===== config.mk =====
export PLATFORM = sky130hd
export DESIGN_NAME = mac_array_feeder
export DESIGN_NICKNAME = d
export VERILOG_FILES = /design/src/rtl/mac_array_feeder_pkg.sv /design/src/rtl/mac_array_feeder.sv
export SDC_FILE = /design/constraint.sdc
export NUM_CORES = 1
export LEC_CHECK = 0
export ABC_CLOCK_PERIOD_IN_PS = 2710
export CAP_MARGIN = 10
export CORE_MARGIN = 1.5
export CORE_UTILIZATION = 34
export DETAILED_ROUTE_END_ITERATION = 6
export GPL_ROUTABILITY_DRIVEN = 0
export GPL_TIMING_DRIVEN = 0
export PLACE_DENSITY = 0.8
export SYNTH_ARGS = -nofsm -noshare
export SYNTH_HDL_FRONTEND = slang
export SYNTH_SLANG_ARGS = --single-unit

===== constraint.sdc =====
create_clock -name clk -period 2.71 [get_ports clk]
set_input_delay 0.542 -clock clk [delete_from_list [all_inputs] [get_ports clk]]
set_output_delay 0.542 -clock clk [all_outputs]
set_load 0.005 [all_outputs]

===== src/rtl/mac_array_feeder_pkg.sv =====
// Shared types and lane widths for the MAC-array input feeder.
package mac_array_feeder_pkg;

  // Lane widths of the array's chained-FIFO inputs.
  localparam int DATA_W  = 16;
  localparam int ACCUM_W = 32;

  // Job sequencing: wait for start, stream weights and pairs, report completion.
  typedef enum logic [1:0] {
    ST_IDLE = 2'd0,
    ST_RUN  = 2'd1,
    ST_DONE = 2'd2
  } state_e;

endpackage


===== src/rtl/mac_array_feeder.sv =====
// Producer side of the MAC-array chained-FIFO input interface. Loads IC0
// weight rows, then streams num_vec ifmap/accum_in pairs, keeping every pair
// strictly behind the weight row it depends on.
//
// Handshakes: on every input stream a transfer ("fire") happens in a cycle
// where both valid and ready are high at the rising edge; ready never depends
// on valid, and the upstream may drop valid at any time. The array side has
// no backpressure: a fire in cycle c yields enq=1 with the captured data in
// cycle c+1.
module mac_array_feeder
  import mac_array_feeder_pkg::*;
#(
  parameter int IC0   = 2,
  parameter int OC0   = 2,
  parameter int CNT_W = 16
) (
  input  logic                    clk,
  input  logic                    rst_n,
  input  logic                    start,
  input  logic [CNT_W-1:0]        num_vec,
  output logic                    busy,
  output logic                    done,
  input  logic                    weight_valid,
  output logic                    weight_ready,
  input  logic [DATA_W*OC0-1:0]   weight_data,
  input  logic                    ifmap_valid,
  output logic                    ifmap_ready,
  input  logic [DATA_W*IC0-1:0]   ifmap_data,
  input  logic                    accum_valid,
  output logic                    accum_ready,
  input  logic [ACCUM_W*OC0-1:0]  accum_data,
  output logic                    en,
  output logic                    en_weight00,
  output logic                    weight_fifo_enq,
  output logic [DATA_W*OC0-1:0]   weight_dat_chained_fifo_in,
  output logic                    ifmap_fifo_enq,
  output logic [DATA_W*IC0-1:0]   ifmap_dat_chained_fifo_in,
  output logic                    accum_in_fifo_enq,
  output logic [ACCUM_W*OC0-1:0]  accum_in_chained_fifo_in,
  output state_e                  dbg_state
);

  localparam int              WC_W   = $clog2(IC0 + 1);
  localparam logic [WC_W-1:0] W_ROWS = WC_W'(IC0);

  state_e                 state_q, state_d;
  logic [WC_W-1:0]        w_cnt_q, w_cnt_d;
  logic [CNT_W-1:0]       p_cnt_q, p_cnt_d;
  logic [CNT_W-1:0]       num_vec_q, num_vec_d;

  logic                   busy_q, busy_d;
  logic                   done_q, done_d;
  logic                   en_q, en_d;
  logic                   en_w00_q, en_w00_d;
  logic                   w_enq_q, w_enq_d;
  logic                   p_enq_q, p_enq_d;
  logic [DATA_W*OC0-1:0]  w_dat_q, w_dat_d;
  logic [DATA_W*IC0-1:0]  i_dat_q, i_dat_d;
  logic [ACCUM_W*OC0-1:0] a_dat_q, a_dat_d;

  logic run, w_all, gate, w_rdy, p_rdy, w_fire, p_fire;

  // Handshake decode, FSM next state, counters and registered array outputs.
  always_comb begin
    state_d   = state_q;
    w_cnt_d   = w_cnt_q;
    p_cnt_d   = p_cnt_q;
    num_vec_d = num_vec_q;

    run    = (state_q == ST_RUN);
    w_all  = (w_cnt_q == W_ROWS);
    // A pair may only use weight rows already registered at cycle start, so
    // it can never issue alongside the weight fire that would unlock it.
    gate   = w_all || (p_cnt_q < CNT_W'(w_cnt_q));
    w_rdy  = run && !w_all;
    p_rdy  = run && (p_cnt_q < num_vec_q) && gate;
    w_fire = w_rdy && weight_valid;
    p_fire = p_rdy && ifmap_valid && accum_valid;

    unique case (state_q)
      ST_IDLE: begin
        if (start) begin
          state_d   = ST_RUN;
          num_vec_d = num_vec;
          w_cnt_d   = '0;
          p_cnt_d   = '0;
        end
      end
      ST_RUN: begin
        if (w_fire) w_cnt_d = w_cnt_q + WC_W'(1);
        if (p_fire) p_cnt_d = p_cnt_q + CNT_W'(1);
        // Checked on registered counts: the last enq is out before DONE.
        if (w_all && (p_cnt_q == num_vec_q)) state_d = ST_DONE;
      end
      ST_DONE: state_d = ST_IDLE;
      default: state_d = ST_IDLE;
    endcase

    busy_d   = (state_d != ST_IDLE);
    en_d     = (state_d != ST_IDLE);
    done_d   = (state_d == ST_DONE);
    w_enq_d  = w_fire;
    en_w00_d = w_fire && (w_cnt_q == '0);
    p_enq_d  = p_fire;
    w_dat_d  = w_fire ? weight_data : w_dat_q;
    i_dat_d  = p_fire ? ifmap_data  : i_dat_q;
    a_dat_d  = p_fire ? accum_data  : a_dat_q;
  end

  // State, counters and output registers; synchronous active-low reset.
  always_ff @(posedge clk) begin
    if (!rst_n) begin
      state_q   <= ST_IDLE;
      w_cnt_q   <= '0;
      p_cnt_q   <= '0;
      num_vec_q <= '0;
      busy_q    <= 1'b0;
      done_q    <= 1'b0;
      en_q      <= 1'b0;
      en_w00_q  <= 1'b0;
      w_enq_q   <= 1'b0;
      p_enq_q   <= 1'b0;
      w_dat_q   <= '0;
      i_dat_q   <= '0;
      a_dat_q   <= '0;
    end else begin
      state_q   <= state_d;
      w_cnt_q   <= w_cnt_d;
      p_cnt_q   <= p_cnt_d;
      num_vec_q <= num_vec_d;
      busy_q    <= busy_d;
      done_q    <= done_d;
      en_q      <= en_d;
      en_w00_q  <= en_w00_d;
      w_enq_q   <= w_enq_d;
      p_enq_q   <= p_enq_d;
      w_dat_q   <= w_dat_d;
      i_dat_q   <= i_dat_d;
      a_dat_q   <= a_dat_d;
    end
  end

  assign busy                       = busy_q;
  assign done                       = done_q;
  assign weight_ready               = w_rdy;
  assign ifmap_ready                = p_rdy;
  assign accum_ready                = p_rdy;
  assign en                         = en_q;
  assign en_weight00                = en_w00_q;
  assign weight_fifo_enq            = w_enq_q;
  assign weight_dat_chained_fifo_in = w_dat_q;
  assign ifmap_fifo_enq             = p_enq_q;
  assign ifmap_dat_chained_fifo_in  = i_dat_q;
  assign accum_in_fifo_enq          = p_enq_q;
  assign accum_in_chained_fifo_in   = a_dat_q;
  assign dbg_state                  = state_q;

endmodule


# Yosys cells after proc, flatten, opt, wreduce, memory -nomap -nowiden
# Index checks and enable logic that the tools add are counted.
[totals]
register_bits = 169
latch_bits = 0
ramBits = 0
romBits = 0
inputBits = 150
output_inout_bits = 140
elab_cells = 49
mem_count = 0
[op_classes]
n_addsub = 2
mul = 0
div_mod_pow = 0
n_lt_le_gt_ge = 2
n_eq_ne = 7
shift = 0
mux = 9
n_bitwise = 0
reduce_logical = 17
[op_table]
columns = ["op", "count"]
rows = [
  ["$mux 16", 2],
  ["$pmux 16 s2", 1],
  ["$add 16x1->16 const B", 1],
  ["$eq 16x16->1", 1],
  ["$lt 16x16->1", 1],
  ["$lt 16x2->1", 1],
  ["$logic_and 1x1->1", 8],
  ["$mux 2", 4],
  ["$pmux 2 s2", 2],
  ["$ne 2x2->1 const B", 3],
  ["$reduce_and 3->1", 2],
  ["$eq 2x2->1 const B", 2],
  ["$logic_not 2->1", 2],
  ["$reduce_bool 2->1", 2],
  ["$add 2x1->2 const B", 1],
  ["$eq 2x1->1 const B", 1],
  ["$reduce_and 2->1", 1],
  ["$logic_not 1->1", 1],
  ["$logic_or 1x1->1", 1],
]

# Longest topological paths before layout
# Gate-level depths: netlist (run 1).
[depth]
word_depth = 7
depth_mapped = 12
mapped_depth_nobuf = 10

# Worst setup path before layout (run 1)
# Ideal clock, no wire load.
[synth_timing]
path_type = "reg2reg"
start = "reg p_cnt_q[8]"
end = "reg p_cnt_q[6]"
setup_ns = 0.059
arrival_ns = 2.478
required_time_ns = 2.651
path_slack_ns = 0.173
path_stages_with_launch = 10
path_buffers = 1
synth_period_minus_slack_ns = 2.537
path_cell_list = "dfxtp_1 or4_1 nor4_1 a41oi_1 a2111o_1 inv_2 a21oi_2 buf_6 or4_1 nand2_1"
[synth_via]
elab_chain_len = 7
word_cells_on_any_way = 9
cone_classes = "2 x order compare; 1 x eq/ne; 6 x reduce/logical"
[synth_rtl]
columns = ["item", "line_no", "source"]
rows = [
  ["start, declared", "mac_array_feeder.sv:48", "logic [CNT_W-1:0] p_cnt_q, p_cnt_d;"],
  ["start signal, assigned", "mac_array_feeder.sv:129", "p_cnt_q <= p_cnt_d;"],
  ["$lt 16x16->1 or $lt 16x2->1 (tied branches)", "mac_array_feeder.sv:76, mac_array_feeder.sv:74", ""],
  ["$logic_and 1x1->1 or $logic_or 1x1->1 (tied branches)", "mac_array_feeder.sv:76, mac_array_feeder.sv:74", ""],
  ["$logic_and 1x1->1 *", "mac_array_feeder.sv:76", "p_rdy = run && (p_cnt_q < num_vec_q) && gate;"],
  ["via accum_ready", "mac_array_feeder.sv:30", "output logic accum_ready,"],
  ["$logic_and 1x1->1 * (2 in series)", "mac_array_feeder.sv:78", "p_fire = p_rdy && ifmap_valid && accum_valid;"],
  ["$ne 2x2->1 (no line) *", "-", ""],
  ["$reduce_and 3->1 (no line) *", "-", ""],
]
# Mark *: on every way through the listed nets, which the timed path passes. The rest lies on a longest branch.
# A chain may end at the register's enable or synchronous reset.

# Final worst setup path (run 1)
[layout_timing]
start = "reg p_cnt_q[9]"
end = "out ifmap_ready"
[layout_via]
elab_chain_len = 3
word_cells_on_any_way = 5
cone_classes = "2 x order compare; 3 x reduce/logical"
[layout_rtl]
columns = ["item", "line_no", "source"]
rows = [
  ["$lt 16x16->1 or $lt 16x2->1 (tied branches)", "mac_array_feeder.sv:76, mac_array_feeder.sv:74", ""],
  ["$logic_and 1x1->1 or $logic_or 1x1->1 (tied branches)", "mac_array_feeder.sv:76, mac_array_feeder.sv:74", ""],
  ["$logic_and 1x1->1 *", "mac_array_feeder.sv:76", ""],
  ["end, declared", "mac_array_feeder.sv:27", "output logic ifmap_ready,"],
]
# Mark *: on every way between the ends. The rest lies on a longest branch, timed or not.

==> results of run 1 <==
## sequential cells by signal (all words and copies together) (netlist names)
| register | count |
|---|---|
| accum_in_chained_fifo_in | 64 |
| w_cnt_q | 2 |
| en | 1 |
| p_cnt_q | 16 |
| ifmap_dat_chained_fifo_in | 32 |
| en_weight00 | 1 |
| weight_fifo_enq | 1 |
| done | 1 |
| accum_in_fifo_enq | 1 |
| weight_dat_chained_fifo_in | 32 |
| dbg_state | 2 |
| num_vec_q | 16 |
## cell type report
type / instances / area [um2] / share of cell area
Clock inverter: 12 / 141 / 0.0128
Multi-Input combinational cell: 578 / 3290 / 0.297
Timing Repair Buffer: 302 / 3020 / 0.273
Buffer: 54 / 354 / 0.0320
Clock buffer: 19 / 443 / 0.0401
Sequential cell: 169 / 3390 / 0.307
Antenna cell: 1 / 2.50 / 0.000226
Inverter: 21 / 78.8 / 0.00713
Tap cell: 265 / 332 / 0.0300
## routing by layer
layer	part of all wire	vias up	track usage	routed length [um]
met5	0	-	0	0
met3	0.084	35	0.0667	1820
met4	0.023	0	0.0791	498
li1	-	3355	-	-
met2	0.48	278	0.347	10400
met1	0.42	3084	0.232	9080
## power by group
group / total (mW) / internal [mW] / switching [mW]
Clock: 2.45 / 1.39 / 1.06
Sequential: 2.55 / 2.53 / 0.0237
Combinational: 0.575 / 0.351 / 0.224
Total: 5.58 / 4.27 / 1.31
## final timing paths
kind / startpoint / to / slack (ps) / cells past startpoint
worst min-delay path: accum_in_chained_fifo_in[5] / accum_in_chained_fifo_in[5] / 450 / 2
worst max register to register: p_cnt_q[9] / p_cnt_q[5] / -140 / 11
worst max-delay path: p_cnt_q[9] / ifmap_ready / -230 / 7
worst min register to register: accum_in_chained_fifo_in[5] / accum_in_chained_fifo_in[5] / 450 / 2
## worst max-delay path: stages, from the launching register on
cell	delay, ps
dfxtp_4	350
or4_4	550
nor4_4	270
a41oi_2	160
a2111o_1	360
inv_2	110
buf_6	100
buf_6	80
## cell usage in the layout (no fill, tap or decap), drive strengths merged, types with 2 or more instances in the layout
| cell | count |
|---|---|
| and3 | 10 |
| nor2 | 8 |
| a21boi | 147 |
| bufinv | 2 |
| o21ai | 9 |
| dfxtp | 169 |
| a21oi | 9 |
| clkinvlp | 5 |
| nand4 | 5 |
| o2111ai | 7 |
| o211ai | 2 |
| clkbuf | 53 |
| nor3 | 2 |
| nor4 | 5 |
| buf | 36 |
| mux2i | 2 |
| nand3 | 11 |
| or4 | 8 |
| nor2b | 3 |
| nand2 | 306 |
| clkdlybuf4s50 | 286 |
| xnor2 | 3 |
| inv | 25 |
| ha | 20 |
| and2 | 9 |
## cells by family (layout without fill, tap and decap cells)
logic type	after synthesis	in the layout	synth area share
compound gates	178	178	0.190
fa+ha+maj	20	20	0.0364
flops	169	169	0.492
xor+xnor	4	4	0.00510
buf+inv	76	408	0.0461
simple gates	374	374	0.227
mux	2	2	0.00291
other cells	0	1	0
## stage by stage
stage | utilization | worst slack (ps) | power, mW
2_1_floorplan | - | 173 | 2.79
3_3_place_gp | 0.513 | -871 | 3.14
3_5_place_dp | 0.513 | -940 | 3.15
4_1_cts | 0.551 | -184 | 5.63
5_1_grt | 0.562 | -272 | 5.80
6_report | 0.562 | -225 | 5.58
## timing repair
action / CTS / global route
buffers inserted: 9 / 2
gates resized for setup: 44 / 85
pin swaps: 6 / 3
gates cloned: 1 / 1
setup endpoints to repair: 106 / 110
==> summary.md, run 1 <==
| Metric | Value |
|---|---|
| Outcome | complete, but fails checks |
| Failing checks | setup timing |
| Power density over cell area | 505 mW/mm2 |
| GR Util All Layers | 0.202 |
| CTS tree | built |
| # DRC | 0 |
| Skew-Pair Late Insertion Delay | 420 ps |
| Drt wl/cell | 15.3 um |
| Setup violations, final | 10 |
| Design Area, Final | 0.0111 mm2 |
| Vias | 6752 |
| Post-synthesis sequential area ratio | 0.492 |
| DRT antenna net count | 0 |
| Placed inst area | 0.0101 mm2 |
| Synth area leader | dfxtp_1 |
| Die W | 145 um |
| Placed cell count | 1376 |
| Max frequency | 341 MHz |
| Top cell type's share of synthesized area | 0.492 |
| CTS buffer count | 17 |
| Post-Route Skew | 10.6 ps |
| First-pass GRT wire length | 34100 um |
| CP Capture Type | primary output |
| Crit path time final | 2940 ps |
| Vias per cell | 4.75 |
| Synth top area cells | dfxtp_1 (49%), nand2_1 (17%), a21boi_0 (12%) |
| # clock sinks | 169 |
| Initial Utilization | 0.350 |
| Slew Viols, Final | 0 |
| Filler instances | 1772 |
| Hold buffers post-CTS | 0 |
| First-pass detailed-route iteration total | 4 |
| Crit path max fanout | 3 |
| Final Worst Setup Slack | -225 ps |
| Number of enable flip-flop cells after synthesis | 0 |
| Worst hold path class | reg2reg |
| Startpoint types | flip-flop |
| Hold Vio Cnt, Final | 0 |
| Async set-reset flop share out of synthesis | 0 |
| Ratio of final minimum period to clock period | 1.08 |
| Worst Max-Slew Pin Slew | 669 ps |
| Drt total wl | 21800 um |
| Synth top cells by count | nand2_1 (306), dfxtp_1 (169), a21boi_0 (107), clkbuf_1 (41), a21boi_1 (40) |
| Vias in the first global route | 6631 |
| Initial antenna violation count | 1 |
| Syn Nets | 993 |
| Syn_area_per_cell | 8.35 um2 |
| IO buf count | 288 |
| Synthesized cell area | 0.00687 mm2 |
| Pleak | 3.94 nW |
| Cell count after synthesis | 823 |
| H-tree Lvls | 4 |
| WS Path Type | reg2out |
| Layout area overhead | 60.9% |
| Root Driver | clkbuf_16 |
| Critical path required time | 2170 ps |
| Arrival @ worst endpoint | 2390 ps |
| Final #Nets | 1313 |
| Clock Path Buffers | 2 |
| Largest net degree at the start of global routing | 17 |
| Synth Flop Type | dfxtp_1 |
| Peak supply drop | 0.401 mV |
| Hold_ws | 451 ps |
| Die Span Y | 145 um |
| DPL Wire Length | 16000 um |
| Die area | 0.0211 mm2 |
| Non-filler instance count after layout | 1421 |
| RSZ-0062 raised after global routing | yes |
| Setup tns final | -1300 ps |
| Core area | 0.0197 mm2 |
| Synth Register Bits | 169 |
| Boundary pin count | 290 |
| Fraction of layout cells with a size suffix above 1 | 0.0823 |
| Most numerous cell in the Yosys netlist | nand2_1 |
| Synth warn | 0 |
| DR iter-0 viols | 349 |
| Gr ovfl total | 0 |
| Distinct cells, synth | 40 |
| Clock transition at path regs | 70 ps |
| Max Cap Viol | 0 |
| Cell row count | 51 |
| Relative slew margins | 0.554 |
Note: power is estimated with default switching activity, not from simulation.
==> run 2, diff against run 1 <==
ABC_CLOCK_PERIOD_IN_PS = 3230   (was 2710)
PLACE_DENSITY = 0.77   (was 0.8)
clock period = 3.23 ns   (was 2.71 ns; I/O delays follow)
==> run 2 against run 1 <==
Compared with the run above: the run now ends clean; non-clock buffer count fell by 7; global-route usage about the same; clock power shrank 7%; largest power group is now the clock network.
==> summary.md, run 2 (same netlist as run 1, synthesis figures left out) <==
| Metric | Value |
|---|---|
| Logic pwr share | 0.094 (-0.009) |
| WS Path Type | reg2out |
| Pleak | 3.86 nW (-2.0%) |
| DRT antenna net count | 0 (unchanged) |
| Critical path required time | 2580 ps (+410 ps) |
| Commonest non-fill, non-tap cells in the layout | nand2_1 (306), clkdlybuf4s50_1 (286), dfxtp_1 (167) |
| GR Util All Layers | 0.203 (+0.000390) |
| Core area | 0.0197 mm2 (unchanged) |
| Boundary pin count | 290 (unchanged) |
| Pre-CTS WS | -385 ps (+554 ps) |
| Sw Pwr | 1.08 mW (-18%) |
| Initial Utilization | 0.350 (unchanged) |
| Filler instances | 1854 (+4.6%) |
| Skew-Pair Late Insertion Delay | 420 ps (about the same) |
| Drt total wl | 21300 um (-2.2%) |
| Switching Fraction | 0.222 (-0.0130) |
| DPL Wire Length | 16000 um (about the same) |
| Total power | 4.86 mW (-13%) |
| # DRC | 0 (unchanged) |
| First-pass GRT wire length | 34200 um (+0.12%) |
| Die area | 0.0211 mm2 (unchanged) |
| Pint | 3.78 mW (-11%) |
| RSZ-0062 raised after global routing | no |
| Die Span Y | 145 um (unchanged) |
| Hold Vio Cnt, Final | 0 (unchanged) |
| Initial antenna violation count | 1 (unchanged) |
| Max Cap Viol | 0 (unchanged) |
| Hold_ws | 453 ps (+2.72 ps) |
| Hold buffers post-CTS | 0 (unchanged) |
| Max reg flops | 64 (unchanged) |
| Gr ovfl total | 0 (unchanged) |
| Drt wl/cell | 15.1 um (-1.7%) |
| IO buf count | 288 (unchanged) |
| Cell row count | 51 (unchanged) |
| First-pass detailed-route iteration total | 5 (+1) |
| Slew Viols, Final | 0 (unchanged) |
| Commonest non-fill, non-tap cell in the layout | nand2_1 |
| Vias per cell | 4.74 (-0.14%) |
| CP Capture Type | primary output |
| Die W | 145 um (unchanged) |
| Vias in the first global route | 6729 (+1.5%) |
| Ratio of final minimum period to clock period | 0.956 |
| DR iter-0 viols | 304 (-13%) |
| Setup tns final | 0 ps (+1300 ps) |
| Worst hold path class | reg2reg |
| Worst Max-Slew Pin Slew | 701 ps (+31.5 ps) |
| Arrival @ worst endpoint | 2440 ps (+50 ps) |
| Relative slew margins | 0.533 (-0.0210) |
| Root Driver | clkbuf_16 |
| Startpoint types | flip-flop |
| Outcome | complete, no violations |
| CTS buffer count | 17 (unchanged) |
| Largest net degree at the start of global routing | 17 (unchanged) |
| Max frequency | 324 MHz |
| Non-filler instance count after layout | 1414 (-0.49%) |
| Post-Route Skew | 8.51 ps (-2.08 ps) |
| Final #Nets | 1306 (-0.53%) |
| Vias | 6709 (-0.64%) |
| # clock sinks | 169 (unchanged) |
| Placed cell count | 1376 (unchanged) |
| Final Worst Setup Slack | 142 ps (+367 ps) |
| Placed inst area | 0.0101 mm2 (unchanged) |
| Clk pwr share | 0.466 (+0.026) |
| H-tree Lvls | 4 (unchanged) |
| Clock Path Buffers | 2 (unchanged) |
| CTS tree | built |
| Design Area, Final | 0.0108 mm2 (-2.1%) |
| Power density over cell area | 449 mW/mm2 (-11%) |
| Layout area overhead | 57.6% |
| Clock transition at path regs | 70 ps (about the same) |
| Reg power frac | 0.440 (-0.017) |
| Crit path max fanout | 3 (unchanged) |
| Post-Route Utilization | 0.551 (-0.0116) |
| Crit path time final | 3090 ps |
| Setup violations, final | 0 (-10) |
| Peak supply drop | 0.363 mV (-9.6%) |
| Fraction of layout cells with a size suffix above 1 | 0.0610 (-0.0213) |
[run 2: layout make-up]
| type | count | area (um2) | share of cell area |
|---|---|---|---|
| buffer | 55 | 246 | 0.0228 |
| timing repair buffer | 294 | 2920 | 0.270 |
| clock buffer | 18 | 429 | 0.0396 |
| inverter | 21 | 78.8 | 0.00728 |
| sequential | 169 | 3390 | 0.313 |
| multi-input combinational | 578 | 3210 | 0.296 |
| tap | 265 | 332 | 0.0306 |
| clock inverter | 13 | 216 | 0.0200 |
| antenna | 1 | 2.50 | 0.000231 |
[run 2: final timing paths]
| check | startpoint | endpoint | slack [ps] | cells past startpoint |
|---|---|---|---|---|
| max | p_cnt_q[9] | ifmap_ready | 140 | 8 |
| min | accum_in_chained_fifo_in[54] | accum_in_chained_fifo_in[54] | 450 | 2 |
| max reg2reg | p_cnt_q[9] | accum_in_chained_fifo_in[48] | 170 | 10 |
| min reg2reg | accum_in_chained_fifo_in[54] | accum_in_chained_fifo_in[54] | 450 | 2 |
[run 2: timing repair]
action                                  4_1_cts  5_1_grt
endpoints found under the setup margin       82       27
gates resized for setup                      16       12
buffers inserted                              5        0
pin swaps                                     5        0
[run 2: worst max-delay path, cell delays in order, from the launching register on]
cell and delay [ps]:
dfxtp_4 350, or4_4 540, nor4_4 240, a41oi_2 140, a2111o_1 350, inv_2 100, buf_4 110, buf_4 90
buf_4 90
[run 2: power groups by stage]
stage	Clock, mW	Sequential [mW]	Combinational (mW)
CTS	2.31	2.14	0.461
detailed placement	0	2.19	0.452
global placement	0	2.19	0.450
floorplan	0	2.19	0.152
global route	2.41	2.14	0.501
finish	2.27	2.14	0.456
[run 2: per-layer routing]
metal,up-vias,part of all wire,track usage
met3,32,0.087,0.0742
met5,-,0,0
met2,254,0.49,0.354
li1,3346,-,-
met1,3077,0.41,0.227
met4,0,0.019,0.0663
==> run 3, diff against run 2 <==
CTS_CLUSTER_DIAMETER = 100   (was default)
==> results of run 3 <==
The final DEF is identical to that of run 2; final timing and power are the same.
